==> src/rtl/prog_loader_pkg.sv <==
// Shared types for the program loader: FSM state encoding and block command bytes.
package prog_loader_pkg;

  typedef enum logic [2:0] {
    ST_IDLE,
    ST_BASE,
    ST_LEN0,
    ST_LEN1,
    ST_DATA,
    ST_DONE,
    ST_ERR,
    ST_CSUM
  } state_t;

  localparam logic [7:0] CMD_IMEM = 8'h00;
  localparam logic [7:0] CMD_DMEM = 8'h01;
  localparam logic [7:0] CMD_END  = 8'hFF;

endpackage

==> src/rtl/prog_loader_word_assembler.sv <==
// Little-endian byte-to-word shifter: byte_idx selects the lane, word_valid pulses
// one cycle after the fourth byte lands.
module word_assembler (
  input  logic        clk_i,
  input  logic        rst_i,
  input  logic        clear_i,
  input  logic        byte_en_i,
  input  logic [7:0]  byte_i,
  output logic [31:0] word_o,
  output logic        word_valid_o,
  output logic [1:0]  byte_idx_o
);

  logic [1:0] byte_idx_reg;
  logic       word_valid_reg;
  logic       take;

  assign take = byte_en_i && !clear_i;

  always_ff @(posedge clk_i or negedge rst_i) begin
    if (!rst_i) begin
      byte_idx_reg   <= '0;
      word_valid_reg <= 1'b0;
    end else begin
      word_valid_reg <= take && (byte_idx_reg == 2'd3);
      if (clear_i)
        byte_idx_reg <= '0;
      else if (byte_en_i)
        byte_idx_reg <= byte_idx_reg + 2'd1;
    end
  end

  for (genvar gi = 0; gi < 4; gi++) begin : g_lane
    logic [7:0] lane_reg;
    always_ff @(posedge clk_i or negedge rst_i) begin
      if (!rst_i)
        lane_reg <= '0;
      else if (take && (byte_idx_reg == 2'(gi)))
        lane_reg <= byte_i;
    end
    assign word_o[8*gi +: 8] = lane_reg;
  end

  assign word_valid_o = word_valid_reg;
  assign byte_idx_o   = byte_idx_reg;

endmodule

==> src/rtl/prog_loader.sv <==
// Byte-stream loader writing IMEM/DMEM words, then releasing the CPU via start_o.
// Optional trailing per-block XOR checksum: define PROG_LOADER_CHECKSUM_EN.
module prog_loader
  import prog_loader_pkg::*;
#(
  parameter int IMEM_WORDS = 256,
  parameter int DMEM_BYTES = 32,
  parameter int IMEM_AW    = $clog2(IMEM_WORDS),
  parameter int DMEM_AW    = $clog2(DMEM_BYTES)
) (
  input  logic               clk_i,
  input  logic               rst_i,
  input  logic               byte_valid_i,
  input  logic [7:0]         byte_i,
  output logic               byte_ready_o,
  output logic               imem_we_o,
  output logic [IMEM_AW-1:0] imem_addr_o,
  output logic [31:0]        imem_data_o,
  output logic               dmem_we_o,
  output logic [DMEM_AW-1:0] dmem_addr_o,
  output logic [31:0]        dmem_data_o,
  output logic               start_o,
  output logic               err_o,
  output logic [15:0]        words_loaded_o
);

`ifdef PROG_LOADER_CHECKSUM_EN
  localparam state_t BLOCK_END = ST_CSUM;
`else
  localparam state_t BLOCK_END = ST_IDLE;
`endif

  state_t             state_reg, state_next;
  logic               byte_ready, accept;
  logic               tgt_dmem_reg;
  logic [7:0]         base_reg, cnt_lo_reg;
  logic [15:0]        words_left_reg, words_loaded_reg;
  logic [IMEM_AW-1:0] word_ptr_reg;
  logic               start_reg, err_reg;
  logic [15:0]        cnt_full;
  logic [16:0]        range_sum, range_limit;
  logic               range_bad, last_byte;
  logic [31:0]        wa_word;
  logic               wa_valid, wa_clear, wa_en;
  logic [1:0]         wa_idx;

  assign accept      = byte_valid_i && byte_ready;
  assign cnt_full    = {byte_i, cnt_lo_reg};
  assign range_sum   = 17'(base_reg) + 17'(cnt_full);
  assign range_limit = tgt_dmem_reg ? 17'(DMEM_BYTES / 4) : 17'(IMEM_WORDS);
  assign range_bad   = range_sum > range_limit;
  assign last_byte   = (wa_idx == 2'd3) && (words_left_reg == 16'd1);
  assign wa_clear    = accept && (state_reg == ST_LEN1);
  assign wa_en       = accept && (state_reg == ST_DATA);

  word_assembler u_asm (
    .clk_i        (clk_i),
    .rst_i        (rst_i),
    .clear_i      (wa_clear),
    .byte_en_i    (wa_en),
    .byte_i       (byte_i),
    .word_o       (wa_word),
    .word_valid_o (wa_valid),
    .byte_idx_o   (wa_idx)
  );

`ifdef PROG_LOADER_CHECKSUM_EN
  logic [7:0] csum_reg;
  // The CMD byte restarts the running XOR for each block.
  always_ff @(posedge clk_i or negedge rst_i) begin
    if (!rst_i)
      csum_reg <= '0;
    else if (accept)
      csum_reg <= (state_reg == ST_IDLE) ? byte_i : (csum_reg ^ byte_i);
  end
`endif

  always_ff @(posedge clk_i or negedge rst_i) begin
    if (!rst_i)
      state_reg <= ST_IDLE;
    else
      state_reg <= state_next;
  end

  always_comb begin
    state_next = state_reg;
    case (state_reg)
      ST_IDLE: if (accept) begin
        if (byte_i == CMD_IMEM || byte_i == CMD_DMEM) state_next = ST_BASE;
        else if (byte_i == CMD_END)                   state_next = ST_DONE;
        else                                          state_next = ST_ERR;
      end
      ST_BASE: if (accept) state_next = ST_LEN0;
      ST_LEN0: if (accept) state_next = ST_LEN1;
      ST_LEN1: if (accept) begin
        if (range_bad)             state_next = ST_ERR;
        else if (cnt_full == 16'd0) state_next = BLOCK_END;
        else                       state_next = ST_DATA;
      end
      ST_DATA: if (accept && last_byte) state_next = BLOCK_END;
`ifdef PROG_LOADER_CHECKSUM_EN
      ST_CSUM: if (accept) state_next = (byte_i == csum_reg) ? ST_IDLE : ST_ERR;
`endif
      default: state_next = state_reg;
    endcase
  end

  always_comb begin
    byte_ready = 1'b1;
    case (state_reg)
      ST_DONE, ST_ERR: byte_ready = 1'b0;
      default:         byte_ready = 1'b1;
    endcase
  end

  // The write pulse lands in the cycle after the fourth byte, so the address
  // pointer advances on the pulse itself and stays stable while it is high.
  always_ff @(posedge clk_i or negedge rst_i) begin
    if (!rst_i) begin
      tgt_dmem_reg     <= 1'b0;
      base_reg         <= '0;
      cnt_lo_reg       <= '0;
      words_left_reg   <= '0;
      word_ptr_reg     <= '0;
      words_loaded_reg <= '0;
      start_reg        <= 1'b0;
      err_reg          <= 1'b0;
    end else begin
      start_reg <= start_reg || (state_reg == ST_DONE);
      err_reg   <= err_reg || (state_reg == ST_ERR);
      if (accept) begin
        case (state_reg)
          ST_IDLE: tgt_dmem_reg <= (byte_i == CMD_DMEM);
          ST_BASE: base_reg     <= byte_i;
          ST_LEN0: cnt_lo_reg   <= byte_i;
          ST_LEN1: begin
            words_left_reg <= cnt_full;
            word_ptr_reg   <= IMEM_AW'(base_reg);
          end
          ST_DATA: if (wa_idx == 2'd3) words_left_reg <= words_left_reg - 16'd1;
          default: ;
        endcase
      end
      if (wa_valid) begin
        word_ptr_reg <= word_ptr_reg + 1'b1;
        if (words_loaded_reg != 16'hFFFF)
          words_loaded_reg <= words_loaded_reg + 16'd1;
      end
    end
  end

  assign byte_ready_o   = byte_ready;
  assign imem_we_o      = wa_valid && !tgt_dmem_reg;
  assign dmem_we_o      = wa_valid && tgt_dmem_reg;
  assign imem_addr_o    = word_ptr_reg;
  assign dmem_addr_o    = {word_ptr_reg[DMEM_AW-3:0], 2'b00};
  assign imem_data_o    = wa_word;
  assign dmem_data_o    = wa_word;
  assign start_o        = start_reg;
  assign err_o          = err_reg;
  assign words_loaded_o = words_loaded_reg;

endmodule

==> config.mk <==
export PLATFORM = sky130hd
export DESIGN_NAME = prog_loader
export DESIGN_NICKNAME = d
export VERILOG_FILES = /design/src/rtl/prog_loader_pkg.sv /design/src/rtl/prog_loader_word_assembler.sv /design/src/rtl/prog_loader.sv
export SDC_FILE = /design/constraint.sdc
export NUM_CORES = 1
export LEC_CHECK = 0
export CAP_MARGIN = 30
export CELL_PAD_IN_SITES_DETAIL_PLACEMENT = 1
export CELL_PAD_IN_SITES_GLOBAL_PLACEMENT = 1
export CORE_ASPECT_RATIO = 0.7
export CORE_MARGIN = 1.5
export CORE_UTILIZATION = 45
export CTS_BUF_LIST = sky130_fd_sc_hd__clkbuf_8
export DETAILED_ROUTE_END_ITERATION = 16
export MAX_ROUTING_LAYER = met4
export PLACE_DENSITY_LB_ADDON = 0.1
export SYNTH_ARGS = -nofsm -noshare
export SYNTH_HDL_FRONTEND = slang
export SYNTH_SLANG_ARGS = --single-unit
==> constraint.sdc <==
create_clock -name clk_i -period 9 [get_ports clk_i]
set_clock_uncertainty 0.05 [all_clocks]
set_input_delay 2.7 -clock clk_i [delete_from_list [all_inputs] [get_ports clk_i]]
set_output_delay 2.7 -clock clk_i [all_outputs]
set_load 0.005 [all_outputs]
==> impl_metrics.env <==
export IMPL_crit_path_end_kind="flop"
export IMPL_arrival_ns=5.43
export IMPL_cts_setup_buffers=0
export IMPL_period_share=0.582
export IMPL_finalSetupViolations=0
export IMPL_synth_top_cell_area_share=0.433
export IMPL_seq_area_frac_synth=0.433
export IMPL_ys_top_cells_by_area="dfrtp_1 (43%), mux2_2 (8.2%), buf_4 (5.2%)"
export IMPL_dr_pass1_iters=4
export IMPL_synth_avg_cell_area_sq_um=9.93
export IMPL_largest_reg_flops=32
export IMPL_detailroute_wirelength_met2_mm=6.93
export IMPL_wl_per_cell_microns=19.2
export IMPL_cellPowerDensity_nw_per_um2=268
export IMPL_async_reset_ff_frac=1.00
export IMPL_routed_wl_mm=15.1
export IMPL_layout_common_cells="clkdlybuf4s50_1 (105), dfrtp_1 (97), nand2_1 (46)"
export IMPL_die_area_sq_um=13200
export IMPL_synth_area_sq_um=5610
export IMPL_yosysTopAreaCell="dfrtp_1"
export IMPL_area_growth_syn_to_layout_pct=19.9
export IMPL_worst_setup_path_type="in2reg"
export IMPL_p_int_uw=1180
export IMPL_postCtsResizedCells=0
export IMPL_ys_ff_latch=97
export IMPL_slew_viol_final=0
export IMPL_clock_sinks=97
export IMPL_max_stage_delay_ns=0.80
export IMPL_min_path_type="reg2reg"
export IMPL_cts_tree="done"
export IMPL_fill_cells=1313
export IMPL_viasPerCell=5.77
export IMPL_nNetsFinal=655
export IMPL_ys_types=73
export IMPL_slew_headroom=0.490
export IMPL_grt_pass1_vias=4573
export IMPL_die_h_microns=96.4
export IMPL_gp_congestion=0.856
export IMPL_clk_latency_ns=0.37
export IMPL_mostFrequentLayoutCell="clkdlybuf4s50_1"
export IMPL_core_area_sq_um=11900
export IMPL_worstPathRequired_ns=9.19
export IMPL_dieWidth_microns=136
export IMPL_synth_edf_count=0
export IMPL_io_pins=109
export IMPL_crit_chain="clkdlybuf4s50_1 -> xor2_1 -> ha_1 -> nor2b_1 -> a221o_1 -> a221oi_1 -> o2111ai_1 -> a2111oi_2 -> a31oi_1"
export IMPL_grt_remaining_overflow=0
export IMPL_swShare=0.347
export IMPL_leakage_uw=0.00279
export IMPL_start_util=0.470
export IMPL_crit_slowest_cell="clkdlybuf4s50_1"
export IMPL_top_layer="met4"
export IMPL_p_switching_uw=625
export IMPL_path_max_fanout=17
export IMPL_clkTransAtPathRegs_ns=0.09
export IMPL_drt_iter0_drc=288
export IMPL_fmax_mhz=191
export IMPL_cpLargestDelayFamily="compound AO/OA/AOI/OAI gates"
export IMPL_critPathBufInv=1
export IMPL_p_seq_frac=0.411
export IMPL_stdcell_area_sq_um=6730
export IMPL_postSynthCellCount=565
export IMPL_critPathLaunchType="input port"
export IMPL_antenna_found_initial=0
export IMPL_numCtsBuffers=9
export IMPL_ir_drop_mv=0.157
export IMPL_cts_buffer_depth=2
export IMPL_cts_root_buffer="clkbuf_8"
export IMPL_cts_hold_buf=0
export IMPL_grt_pass1_wl_mm=24.1
export IMPL_finalHoldViolCount=0
export IMPL_grt_use_total=0.244
export IMPL_drive_above_1_share=0.134
export IMPL_dr_wl_met3_microns=652
export IMPL_dp_hpwl_mm=11.0
export IMPL_rsz0062_at_grt="false"
export IMPL_drc=0
export IMPL_htreeDepth=3
export IMPL_cap_violations=0
export IMPL_yosysWarningCount=0
export IMPL_grt_max_degree=75
export IMPL_synth_ff_type="dfrtp_1"
export IMPL_tns_ns=0
export IMPL_fin_crit_ns=5.24
export IMPL_worst_pin_slew_ns=0.761
export IMPL_ant_nets=0
export IMPL_p_comb_frac=0.432
export IMPL_fp_row_count=33
export IMPL_clkPwrFrac=0.157
export IMPL_diodes=0
export IMPL_vias=4534
export IMPL_status="finished, final reports clean"
export IMPL_io_buffer_count=106
export IMPL_placedInstanceArea_sq_um=6490
export IMPL_drt_met1_wl_mm=7.39
==> synth_stat cells, types with 5 or more instances <==
library cell and count:
buf_2 5, mux2i_1 6, a211oi_1 6, xor2_1 6, o21ai_1 6, dfrtp_1 97, clkbuf_1 16, and2_1 6
and3_1 6, nand2_1 46, a31oi_1 11, o21ai_0 38, inv_1 14, xnor2_1 20, nand4_1 8, nor3_1 11
mux2_2 41, nor2_1 40, buf_4 39, ha_1 18, a22oi_1 10, a21oi_1 20, nand3_1 24
==> path summary, 6_finish.rpt <==
kind / cells past startpoint / startpoint / end / slack, ns
max in group asynchronous: 3 / rst_i / words_loaded_o[7] / 5.74
max reg2reg: 14 / cnt_lo_reg[0] / state_reg[1] / 5.23
min in group asynchronous: 1 / rst_i / u_asm.g_lane[1].lane_reg[2] / 2.16
min reg2reg: 1 / start_o / start_o / 0.43
min: 1 / start_o / start_o / 0.43
max: 9 / byte_i[0] / state_reg[1] / 3.76
==> layout make-up <==
| type | instances | area, sq um | share of cell area |
|---|---|---|---|
| tap | 157 | 196 | 0.0292 |
| clock inverter | 6 | 60.1 | 0.00893 |
| inverter | 15 | 56.3 | 0.00837 |
| sequential | 97 | 2430 | 0.361 |
| clock buffer | 9 | 124 | 0.0184 |
| timing repair buffer | 109 | 1120 | 0.167 |
| multi-input combinational | 393 | 2740 | 0.408 |
==> logic make-up (layout without fill, tap and decap cells) <==
family                   after synthesis  count (layout)  synth area share
other                                  1               2          0.000668
multiplexers                          48              48            0.0950
AO/OA/AOI/OAI                        123             123             0.148
XOR/XNOR                              26              26            0.0406
buffers and inverters                 76             139            0.0794
AND/OR/NAND/NOR                      175             175             0.160
adder cells (fa/ha/maj)               19              19            0.0437
flip-flops                            97              97             0.433
==> stage by stage <==
stage	cells	setup slack [ns]	total power, uW	util	hold WS, ns
after global placement	769	3.49	1480	0.544	0.407
after CTS	784	3.78	1810	0.559	0.434
after floorplan	566	4.26	1160	-	0.413
after global routing	786	3.57	1930	0.564	0.457
final	786	3.76	1800	0.564	0.430
after detailed placement	769	3.41	1520	0.544	0.412
==> layer usage <==
layer,vias to the layer above,track usage
met5,-,-
met4,0,0.0434
met3,13,0.0402
met2,92,0.382
met1,2321,0.340
li1,2108,-
==> power by group through the flow <==
stage | sequential [uW] | clock (uW) | combinational (uW)
after CTS | 740 | 292 | 781
final | 741 | 282 | 777
after global placement | 733 | 0 | 751
after detailed placement | 748 | 0 | 775
after floorplan | 711 | 0 | 444
after global routing | 766 | 308 | 853
Note: power is estimated with default switching activity, not from simulation.
